File: src/rtl/vrf_wb_arbiter.sv
// vrf_wb_arbiter: round-robin writeback arbiter for the single VRF write port,
// with a one-cycle registered output stage and a per-register busy scoreboard
// that offers two read-address hazard checks to issue logic.
// Build option: define VRF_WB_ZERO_DROP_EN to suppress rf_we for writes to v0
// (the handshake and pointer advance still happen; the scoreboard is unchanged).
module vrf_wb_arbiter #(
  parameter int unsigned NUM_REQ = 3,
  parameter int unsigned DATA_W  = 128,
  parameter int unsigned ADDR_W  = 5
) (
  input  logic                        clk,
  input  logic                        rst,
  input  logic [NUM_REQ-1:0]          req_valid,
  output logic [NUM_REQ-1:0]          req_ready,
  input  logic [NUM_REQ*ADDR_W-1:0]   req_addr,
  input  logic [NUM_REQ*DATA_W-1:0]   req_data,
  output logic                        rf_we,
  output logic [ADDR_W-1:0]           rf_waddr,
  output logic [DATA_W-1:0]           rf_wdata,
  input  logic                        sb_set_valid,
  input  logic [ADDR_W-1:0]           sb_set_addr,
  output logic                        sb_set_ready,
  input  logic [ADDR_W-1:0]           chk_addr_a,
  input  logic [ADDR_W-1:0]           chk_addr_b,
  output logic                        chk_hazard_a,
  output logic                        chk_hazard_b,
  output logic [(1<<ADDR_W)-1:0]      busy_vec
);

  localparam int unsigned PTR_W = (NUM_REQ > 1) ? $clog2(NUM_REQ) : 1;
  localparam int unsigned NREGS = 1 << ADDR_W;

  // Round-robin pointer: the requester searched first this cycle.
  logic [PTR_W-1:0]  ptr_q, ptr_d;

  // Registered write stage feeding the VRF port.
  logic              rf_we_q, rf_we_d;
  logic [ADDR_W-1:0] rf_waddr_q, rf_waddr_d;
  logic [DATA_W-1:0] rf_wdata_q, rf_wdata_d;

  // Busy scoreboard, bit r set while a write to register r is outstanding.
  logic [NREGS-1:0]  busy_q, busy_d;

  // Arbitration results.
  logic              win_found;
  int unsigned       win_idx;
  logic [ADDR_W-1:0] win_addr;
  logic [DATA_W-1:0] win_data;
  logic              win_keep;
  logic              sb_set_fire;

  // Search upward from the pointer (mod NUM_REQ); first asserted valid wins.
  always_comb begin
    win_found = 1'b0;
    win_idx   = 0;
    for (int unsigned k = 0; k < NUM_REQ; k++) begin
      if (!win_found && req_valid[(32'(ptr_q) + k) % NUM_REQ]) begin
        win_found = 1'b1;
        win_idx   = (32'(ptr_q) + k) % NUM_REQ;
      end
    end
  end

  // One-hot grant and selection of the winning address/data.
  always_comb begin
    req_ready = '0;
    win_addr  = req_addr[win_idx*ADDR_W +: ADDR_W];
    win_data  = req_data[win_idx*DATA_W +: DATA_W];
    if (win_found) begin
      req_ready[win_idx] = 1'b1;
    end
  end

  // Decide whether a granted transfer actually drives the VRF port.
  always_comb begin
`ifdef VRF_WB_ZERO_DROP_EN
    win_keep = win_found && (win_addr != '0);
`else
    win_keep = win_found;
`endif
  end

  // Next pointer and next output-stage contents.
  always_comb begin
    ptr_d      = ptr_q;
    rf_we_d    = win_keep;
    rf_waddr_d = rf_waddr_q;
    rf_wdata_d = rf_wdata_q;
    if (win_found) begin
      ptr_d = PTR_W'((win_idx + 1) % NUM_REQ);
    end
    if (win_keep) begin
      rf_waddr_d = win_addr;
      rf_wdata_d = win_data;
    end
  end

  // Scoreboard update: the committing write clears, then a reservation sets,
  // so a same-register set in the commit cycle leaves the register busy.
  always_comb begin
    sb_set_ready = !busy_q[sb_set_addr];
    sb_set_fire  = sb_set_valid && sb_set_ready && (sb_set_addr != '0);
    busy_d       = busy_q;
    if (rf_we_q) begin
      busy_d[rf_waddr_q] = 1'b0;
    end
    if (sb_set_fire) begin
      busy_d[sb_set_addr] = 1'b1;
    end
    busy_d[0] = 1'b0;
  end

  // Hazard checks read only registered scoreboard state (no bypass).
  always_comb begin
    chk_hazard_a = busy_q[chk_addr_a];
    chk_hazard_b = busy_q[chk_addr_b];
    busy_vec     = busy_q;
    rf_we        = rf_we_q;
    rf_waddr     = rf_waddr_q;
    rf_wdata     = rf_wdata_q;
  end

  // State registers; reset discards any write sitting in the output stage.
  always_ff @(posedge clk or posedge rst) begin
    if (rst) begin
      ptr_q      <= '0;
      rf_we_q    <= 1'b0;
      rf_waddr_q <= '0;
      rf_wdata_q <= '0;
      busy_q     <= '0;
    end else begin
      ptr_q      <= ptr_d;
      rf_we_q    <= rf_we_d;
      rf_waddr_q <= rf_waddr_d;
      rf_wdata_q <= rf_wdata_d;
      busy_q     <= busy_d;
    end
  end

endmodule

File: config.mk
export PLATFORM = sky130hd
export DESIGN_NAME = vrf_wb_arbiter
export DESIGN_NICKNAME = d
export VERILOG_FILES = /design/src/rtl/vrf_wb_arbiter.sv
export SDC_FILE = /design/constraint.sdc
export NUM_CORES = 1
export LEC_CHECK = 0
export ABC_AREA = 1
export BUFFER_PORTS_ARGS = -buffer_cell sky130_fd_sc_hd__buf_4
export CAP_MARGIN = 20
export CORE_AREA = 2 2 229 231
export CTS_CLUSTER_SIZE = 12
export DETAILED_ROUTE_END_ITERATION = 6
export DIE_AREA = 0 0 231 233
export SETUP_SLACK_MARGIN = 0.05
export SLEW_MARGIN = 25
export SYNTH_ARGS = -nofsm -noshare
export SYNTH_HDL_FRONTEND = slang
export SYNTH_SLANG_ARGS = --single-unit
File: constraint.sdc
create_clock -name clk -period 9.9 [get_ports clk]
set_input_delay 0 -clock clk [delete_from_list [all_inputs] [get_ports clk]]
set_output_delay 0 -clock clk [all_outputs]
set_load 0.01 [all_outputs]
==> flow_metrics.tcl, run 1 <==
set metrics [dict create \
    post_detailed_route_via_to_cell_ratio 4.882 \
    maximum_fanout_encountered_on_the_critical_timing_path 80 \
    dr_total_vias 14130 \
    core_area_sq_mm 0.05109 \
    synthDistinctLibCells 44 \
    place.port_buffers 590 \
    min_path_type "input port to register" \
    synth_top_flop_cell "sky130_fd_sc_hd__dfrtp_1" \
    detail_route.first_pass.iterations 7 \
    floorplan.rows 83 \
    finish.utilization_pct 37.44 \
    dp_cells 2514 \
    synthesis.nets 1757 \
    synth_edf_count 0 \
    setup_repair_after_global_routing_missed_its_margin "false" \
    fin_skew_ns 0.01724 \
    ir_worst_vdd_uv 700.3 \
    wl_per_cell_microns 19.77 \
    cts_root_buffer "sky130_fd_sc_hd__clkbuf_16" \
    grtUsageTotal_pct 20.56 \
    met1Wirelength_microns 21920 \
    grt-ovfl-total 0 \
    clkTransAtPathRegs_ns 0.07 \
    setup_viol 0 \
    slew_viol_final 0 \
    detailedRoute.firstIterationViolations 1076 \
    r2r_cells 16 \
    cts.htree.levels 4 \
    adder_cell_share_of_the_synthesized_area_pct 2.677 \
    dr_wl_met3_microns 4213 \
    ctsResizeCount 0 \
    cp-startpoint "ptr_q[1]" \
    maximum_root_to_sink_buffer_count 2 \
    final_hold_viol_count 0 \
    worstSetupPathType "register to register" \
    run_status "finished, final reports clean" \
    antenna_violations_before_repair 9 \
    routed_wirelength_microns 57210 \
    ant_nets 0 \
    design.die.area_sq_mm 0.05382 \
    post-route-period-util_pct 58.81 \
    post-synth-top-count-cell "sky130_fd_sc_hd__nand2_1" \
    cts_made_buffers 17 \
    fin_total_pwr_mw 9.299 \
    maxUsedRoutingLayer "met4" \
    synth_commonest_cells "sky130_fd_sc_hd__nand2_1 (237), sky130_fd_sc_hd__o21ai_0 (177), sky130_fd_sc_hd__dfrtp_1 (167), sky130_fd_sc_hd__o21ai_1 (126), sky130_fd_sc_hd__o22ai_1 (96)" \
    max_cap_violations 0 \
    synth_sequential_area_ratio_pct 41.40 \
    timing.critical_path.to "rf_wdata[93]" \
    fin_cells 2894 \
    syn_area_sq_mm 0.01009 \
    critical_path.endpoint_type "register" \
    numClockSinks 167 \
    synth_top_family_by_area "compound AO/OA/AOI/OAI gates" \
    final.setup.tns_ns 0 \
    cts_tree "done" \
    final_period_minus_worst_setup_slack_ns 5.823 \
    synth.area.mux_share_pct 0 \
    critPathRequiredTime_ns 10.30 \
    postSynth.asyncResetShare_pct 100.0 \
    grt_max_degree 83 \
    leakage_nw 8.726 \
    yosys.area_share.simple_pct 18.98 \
    synth_largest_type_area_fraction_pct 41.40 \
    max_clock_freq_ghz 0.1717 \
    met2_wirelength_microns 28690 \
    tightest_slew_ns 0.9687 \
    net_count_of_the_finished_layout 2633 \
    synth.largest_area_cell "sky130_fd_sc_hd__dfrtp_1" \
    worst_slew_margin_pct 35.42 \
    number_of_warnings_issued_by_yosys 0 \
    drc 0 \
    timing.rr.end "rf_wdata[93]" \
    flow.area_growth_from_synthesis_pct 89.53 \
    cp.arrival_ns 6.23 \
    worstReg2RegStart "ptr_q[1]" \
    powerDensity_mw_per_mm2 486.0 \
    startpoint_type "register" \
    grt_pass1_wl_microns 84790 \
    synth.avg_cell_area_sq_um 7.671 \
    gp_routability_congestion 0.9679 \
    synth-compound-area-share_pct 30.07 \
    register_to_register_setup_slack_ns 4.08 \
    yosys.area_share.xor_xnor_pct 0.08676 \
    synth.top_cells.by_area "sky130_fd_sc_hd__dfrtp_1 (41%), sky130_fd_sc_hd__nand2_1 (8.8%), sky130_fd_sc_hd__o21ai_0 (8.8%)" \
    ys_seq_elements 167 \
    ioPinCount 592 \
    gate_count_of_the_mapped_netlist 1316 \
    start_util_pct 19.76 \
    insertion_delay_ns 0.48 \
    dp.final_hpwl_microns 40970 \
    floorplan.die.height_microns 233 \
    layout-drive-gt1-share_pct 30.52 \
    floorplan.die.width_microns 231 \
    first_global_vias 14660 \
]
-- report_power, final --
part / total (mW) / internal (mW) / switching [mW]
registers: 1.44 / 1.12 / 0.318
logic: 7.18 / 3.49 / 3.69
clock network: 0.681 / 0.360 / 0.321
total: 9.30 / 4.97 / 4.33
-- placed cells by master (no fill, tap or decap), types with 4 or more instances in the layout --
master / n
sky130_fd_sc_hd__o22ai_1: 96
sky130_fd_sc_hd__dfrtp_1: 167
sky130_fd_sc_hd__nand4_1: 11
sky130_fd_sc_hd__o211ai_1: 8
sky130_fd_sc_hd__nand3_1: 68
sky130_fd_sc_hd__nand2_1: 237
sky130_fd_sc_hd__dlygate4sd3_1: 338
sky130_fd_sc_hd__nor2_2: 4
sky130_fd_sc_hd__nand2_4: 4
sky130_fd_sc_hd__nor3_1: 10
sky130_fd_sc_hd__inv_2: 7
sky130_fd_sc_hd__o31ai_1: 21
sky130_fd_sc_hd__o221ai_1: 47
sky130_fd_sc_hd__clkinv_1: 4
sky130_fd_sc_hd__nor2_1: 89
sky130_fd_sc_hd__buf_4: 600
sky130_fd_sc_hd__a21oi_1: 15
sky130_fd_sc_hd__o21ai_2: 4
sky130_fd_sc_hd__a22oi_1: 14
sky130_fd_sc_hd__inv_1: 69
sky130_fd_sc_hd__o21ai_0: 177
sky130_fd_sc_hd__clkbuf_16: 17
sky130_fd_sc_hd__nand3_2: 4
sky130_fd_sc_hd__nand2_2: 7
sky130_fd_sc_hd__ha_1: 20
sky130_fd_sc_hd__o21ai_1: 126
sky130_fd_sc_hd__diode_2: 9
sky130_fd_sc_hd__inv_6: 7
-- stage by stage --
| stage | setup WS (ns) | hold slack (ns) | area (sq um) |
|---|---|---|---|
| 4_1_cts | 4.116 | 0.007398 | 19080 |
| 2_1_floorplan | 5.382 | 0.1017 | 10090 |
| 3_5_place_dp | 4.629 | -0.03504 | 15120 |
| 5_1_grt | 3.640 | 0.08542 | 19130 |
| 3_3_place_gp | 4.689 | -0.03113 | 15120 |
| 6_report | 4.077 | 0.05666 | 19130 |
-- worst min-delay path by stage --
stage	depth (start not counted)	end	from	slack (ns)
6_report	7	rf_waddr[1]	req_addr[13]	0.06
5_1_grt	7	rf_waddr[1]	req_addr[7]	0.09
4_1_cts	7	rf_waddr[1]	req_addr[13]	0.007
3_5_place_dp	2	rf_wdata[117]	rst	-0.04
3_3_place_gp	2	rf_wdata[19]	rst	-0.03
2_1_floorplan	1	chk_hazard_a	chk_addr_a[4]	0.10
-- per-layer routing --
metal,vias to the layer above,GRT usage [%]
met3,124,5.233
met2,742,35.87
li1,6481,-
met1,6782,23.17
met5,-,0
met4,0,10.48
-- state kept, by name, indices dropped and copies added, names as in the netlist --
| register | flops |
|---|---|
| ptr_q | 2 |
| busy_vec | 31 |
| rf_we | 1 |
| rf_wdata | 128 |
| rf_waddr | 5 |
-- cells by family after synthesis --
kind of cell	Yosys count
and+or+nand+nor	443
DFF	167
other	1
adders and majority gates	21
buffers and inverters	166
xor gates and xnor gates	1
AOI/OAI and AO/OA	517
-- final cells by class --
type	instances	area [sq um]
diodes	9	22.52
fillers	5189	31960
flip-flops and latches	167	4179
multi-input cells	983	5256
well taps	680	850.8
repair buffers	940	7926
clock buffers	19	442.9
clock inverters	13	132.6
inverters	83	321.6
-- critical path, stage by stage, from the launching register on --
cell and delay, ns:
sky130_fd_sc_hd__dfrtp_1 0.48, sky130_fd_sc_hd__inv_1 0.15, sky130_fd_sc_hd__ha_1 0.41, sky130_fd_sc_hd__inv_2 0.12, sky130_fd_sc_hd__nand3_1 0.09, sky130_fd_sc_hd__nand2_1 0.12
sky130_fd_sc_hd__nand2_1 0.12, sky130_fd_sc_hd__o221ai_1 0.27, sky130_fd_sc_hd__nand2_4 0.51, sky130_fd_sc_hd__inv_2 0.51, sky130_fd_sc_hd__nor2_1 0.13, sky130_fd_sc_hd__inv_4 0.53
sky130_fd_sc_hd__buf_4 0.80, sky130_fd_sc_hd__o22ai_1 0.17, sky130_fd_sc_hd__dlygate4sd3_1 0.62, sky130_fd_sc_hd__o21ai_1 0.12, sky130_fd_sc_hd__dlygate4sd3_1 0.56
-- repair_timing --
action / in CTS / in global routing
setup buffers: 0 / 0
endpoints found under the hold margin: 182 / 0
hold buffers: 338 / 0
Note: power is estimated with default switching activity, not from simulation.
==> inputs of run 2 (changes only) <==
- CORE_AREA: 2 2 229 231 -> 2 2 230 232
- DIE_AREA: 0 0 231 233 -> 0 0 232 234
- clock period: 9.9 -> 5 ns (I/O delays scaled with it)
==> run 2 against run 1 <==
  * Power is 97% higher
  * First-iteration DRC count shrank 21%
  * Sequential share of layout area about the same
  * Via count is 0.80% lower
  * Final cell count up 0.10%
  * Critical endpoint is now rf_wdata[1]
  * Largest cell class unchanged
==> flow_metrics.tcl, run 2 (synthesis gave the netlist of run 1 again) <==
set metrics [dict create \
    groute.layer.met2.usage_pct 32.06 \
    layout.filler_cells 5255 \
    cts.htree.levels 4 \
    multi_input_comb_area_sq_mm 0.005256 \
    core_area_sq_mm 0.05202 \
    floorplan.die.height_microns 234 \
    layout.cells.most_common_list "sky130_fd_sc_hd__buf_4 (601), sky130_fd_sc_hd__dlygate4sd3_1 (335), sky130_fd_sc_hd__nand2_1 (237)" \
    largest_register_ff_count 128 \
    grtUsageTotal_pct 19.49 \
    design.die.area_sq_mm 0.05429 \
    number_of_buffer_and_inverter_stages_on_the_critical_path 6 \
    grt_max_degree 80 \
    grt_use_met3_pct 6.128 \
    timing.critical_path.slowest_cell_delay_ns 0.71 \
    setup_viol 0 \
    clkTransAtPathRegs_ns 0.07 \
    max_clock_freq_ghz 0.2132 \
    cts_tree "done" \
    worstSetupPathType "register to register" \
    start_util_pct 19.40 \
    drc 0 \
    antenna_violations_before_repair 10 \
    detail_route.first_pass.iterations 5 \
    floorplan.rows 84 \
    floorplan.die.width_microns 232 \
    slew_viol_final 0 \
    grt_pass1_wl_microns 80360 \
    post-route-period-util_pct 93.79 \
    maximum_root_to_sink_buffer_count 2 \
    fin_skew_ns 0.01130 \
    dr_total_vias 14020 \
    first_global_vias 13910 \
    layout-drive-gt1-share_pct 30.64 \
    gp_routability_congestion 0.9339 \
    path_cells "inv_1 -> ha_1 -> inv_2 -> nand3_1 -> nand2_2 -> nand3_4 -> nor2_1 -> nor2_4 -> buf_4 -> buf_6 -> o22ai_1 -> dlygate4sd3_1 -> o21ai_1 -> dlygate4sd3_1" \
    setup_repair_after_global_routing_missed_its_margin "false" \
    insertion_delay_ns 0.50 \
    layout_commonest_cell "sky130_fd_sc_hd__buf_4" \
    routed_wirelength_microns 54790 \
    startpoint_type "register" \
    net_count_of_the_finished_layout 2631 \
    detailedRoute.firstIterationViolations 845 \
    max_cap_violations 0 \
    tightest_slew_ns 0.9231 \
    critical_path.endpoint_type "register" \
    fin_total_pwr_mw 18.34 \
    grt-ovfl-total 0 \
    post_detailed_route_via_to_cell_ratio 4.838 \
    family_with_the_most_delay_on_the_worst_path "buffers and inverters" \
    post-cts-setup-buffer-count 0 \
    place.port_buffers 590 \
    wl_per_cell_microns 18.91 \
    final_period_minus_worst_setup_slack_ns 4.689 \
    cpMaxStageDelayCell "sky130_fd_sc_hd__buf_4" \
    worst_slew_margin_pct 38.46 \
    cts_root_buffer "sky130_fd_sc_hd__clkbuf_16" \
    seq_area_sq_mm 0.004179 \
    cts_made_buffers 17 \
    leakage_nw 8.724 \
    ioPinCount 592 \
    layout_setup_ws_ns 0.3106 \
    grt_use_met1_pct 22.72 \
    final_hold_viol_count 0 \
    run_status "finished, final reports clean" \
    dp.final_hpwl_microns 40120 \
    numClockSinks 167 \
    critPathRequiredTime_ns 5.43 \
    crit_path_most_repeated_cell "sky130_fd_sc_hd__dlygate4sd3_1" \
    grt_busiest_layer "met2" \
    flow.area_growth_from_synthesis_pct 89.56 \
    finish.utilization_pct 36.78 \
    min_path_type "input port to register" \
    cp.arrival_ns 5.12 \
    detailedPlace.worstSlack_ns 0.5977 \
    final.setup.tns_ns 0 \
    ir_worst_vdd_uv 714.1 \
    maximum_fanout_encountered_on_the_critical_timing_path 79 \
    powerDensity_mw_per_mm2 958.4 \
    ant_nets 0 \
]
==> run 2: power breakdown <==
group	switching [mW]	internal, mW	total, mW
clock network	0.691	0.716	1.41
registers	0.607	2.22	2.83
logic	7.18	6.92	14.1
total	8.48	9.86	18.3
==> run 2: metal layers <==
metal / wire length, microns / vias to the layer above
met3: 4339 / 126
met2: 26100 / 641
li1: - / 6482
met5: 64 / -
met1: 21230 / 6757
met4: 3058 / 10
==> run 2: final cells by class <==
type | count | area share, %
Multi-Input combinational cell | 983 | 27.47
Tap cell | 688 | 4.498
Clock buffer | 17 | 2.223
Inverter | 83 | 1.693
Antenna cell | 6 | 0.07846
Timing Repair Buffer | 938 | 41.26
Clock inverter | 15 | 0.9350
Sequential cell | 167 | 21.84
==> run 2: final timing paths <==
path / start / end / slack (ns) / cells after the start
setup / recovery: ptr_q[1] / rf_wdata[1] / 0.31 / 14
hold / removal: req_addr[14] / rf_waddr[2] / 0.04 / 7
setup reg to reg: ptr_q[1] / rf_wdata[1] / 0.31 / 14
hold reg to reg: busy_vec[4] / busy_vec[4] / 0.61 / 2
max in group asynchronous: rst / rf_wdata[77] / 3.72 / 4
min in group asynchronous: rst / rf_wdata[3] / 0.08 / 3
==> run 2: repair_timing <==
item                                    CTS  global route
hold endpoints to repair                209             0
endpoints found under the setup margin    0            50
gates resized for setup                   0             1
hold buffers                            335             0
==> run 2: tightest hold or removal path, stage by stage <==
cell	delay (ns)
sky130_fd_sc_hd__buf_4	0.11
sky130_fd_sc_hd__inv_1	0.07
sky130_fd_sc_hd__nor2_2	0.06
sky130_fd_sc_hd__nand3_1	0.06
sky130_fd_sc_hd__nand3_1	0.07
sky130_fd_sc_hd__nand3_1	0.07
sky130_fd_sc_hd__a21oi_1	0.06
==> run 2: metrics by stage <==
| stage | hold WS (ns) | cells | cell area, sq um |
|---|---|---|---|
| after floorplan | 0.1017 | 1316 | 10090 |
| after global placement | 0.05072 | 2524 | 15160 |
| after detailed placement | 0.05332 | 2524 | 15160 |
| after CTS | 0.004887 | 2891 | 19120 |
| after global routing | 0.02520 | 2896 | 19130 |
| final | 0.04014 | 2897 | 19140 |
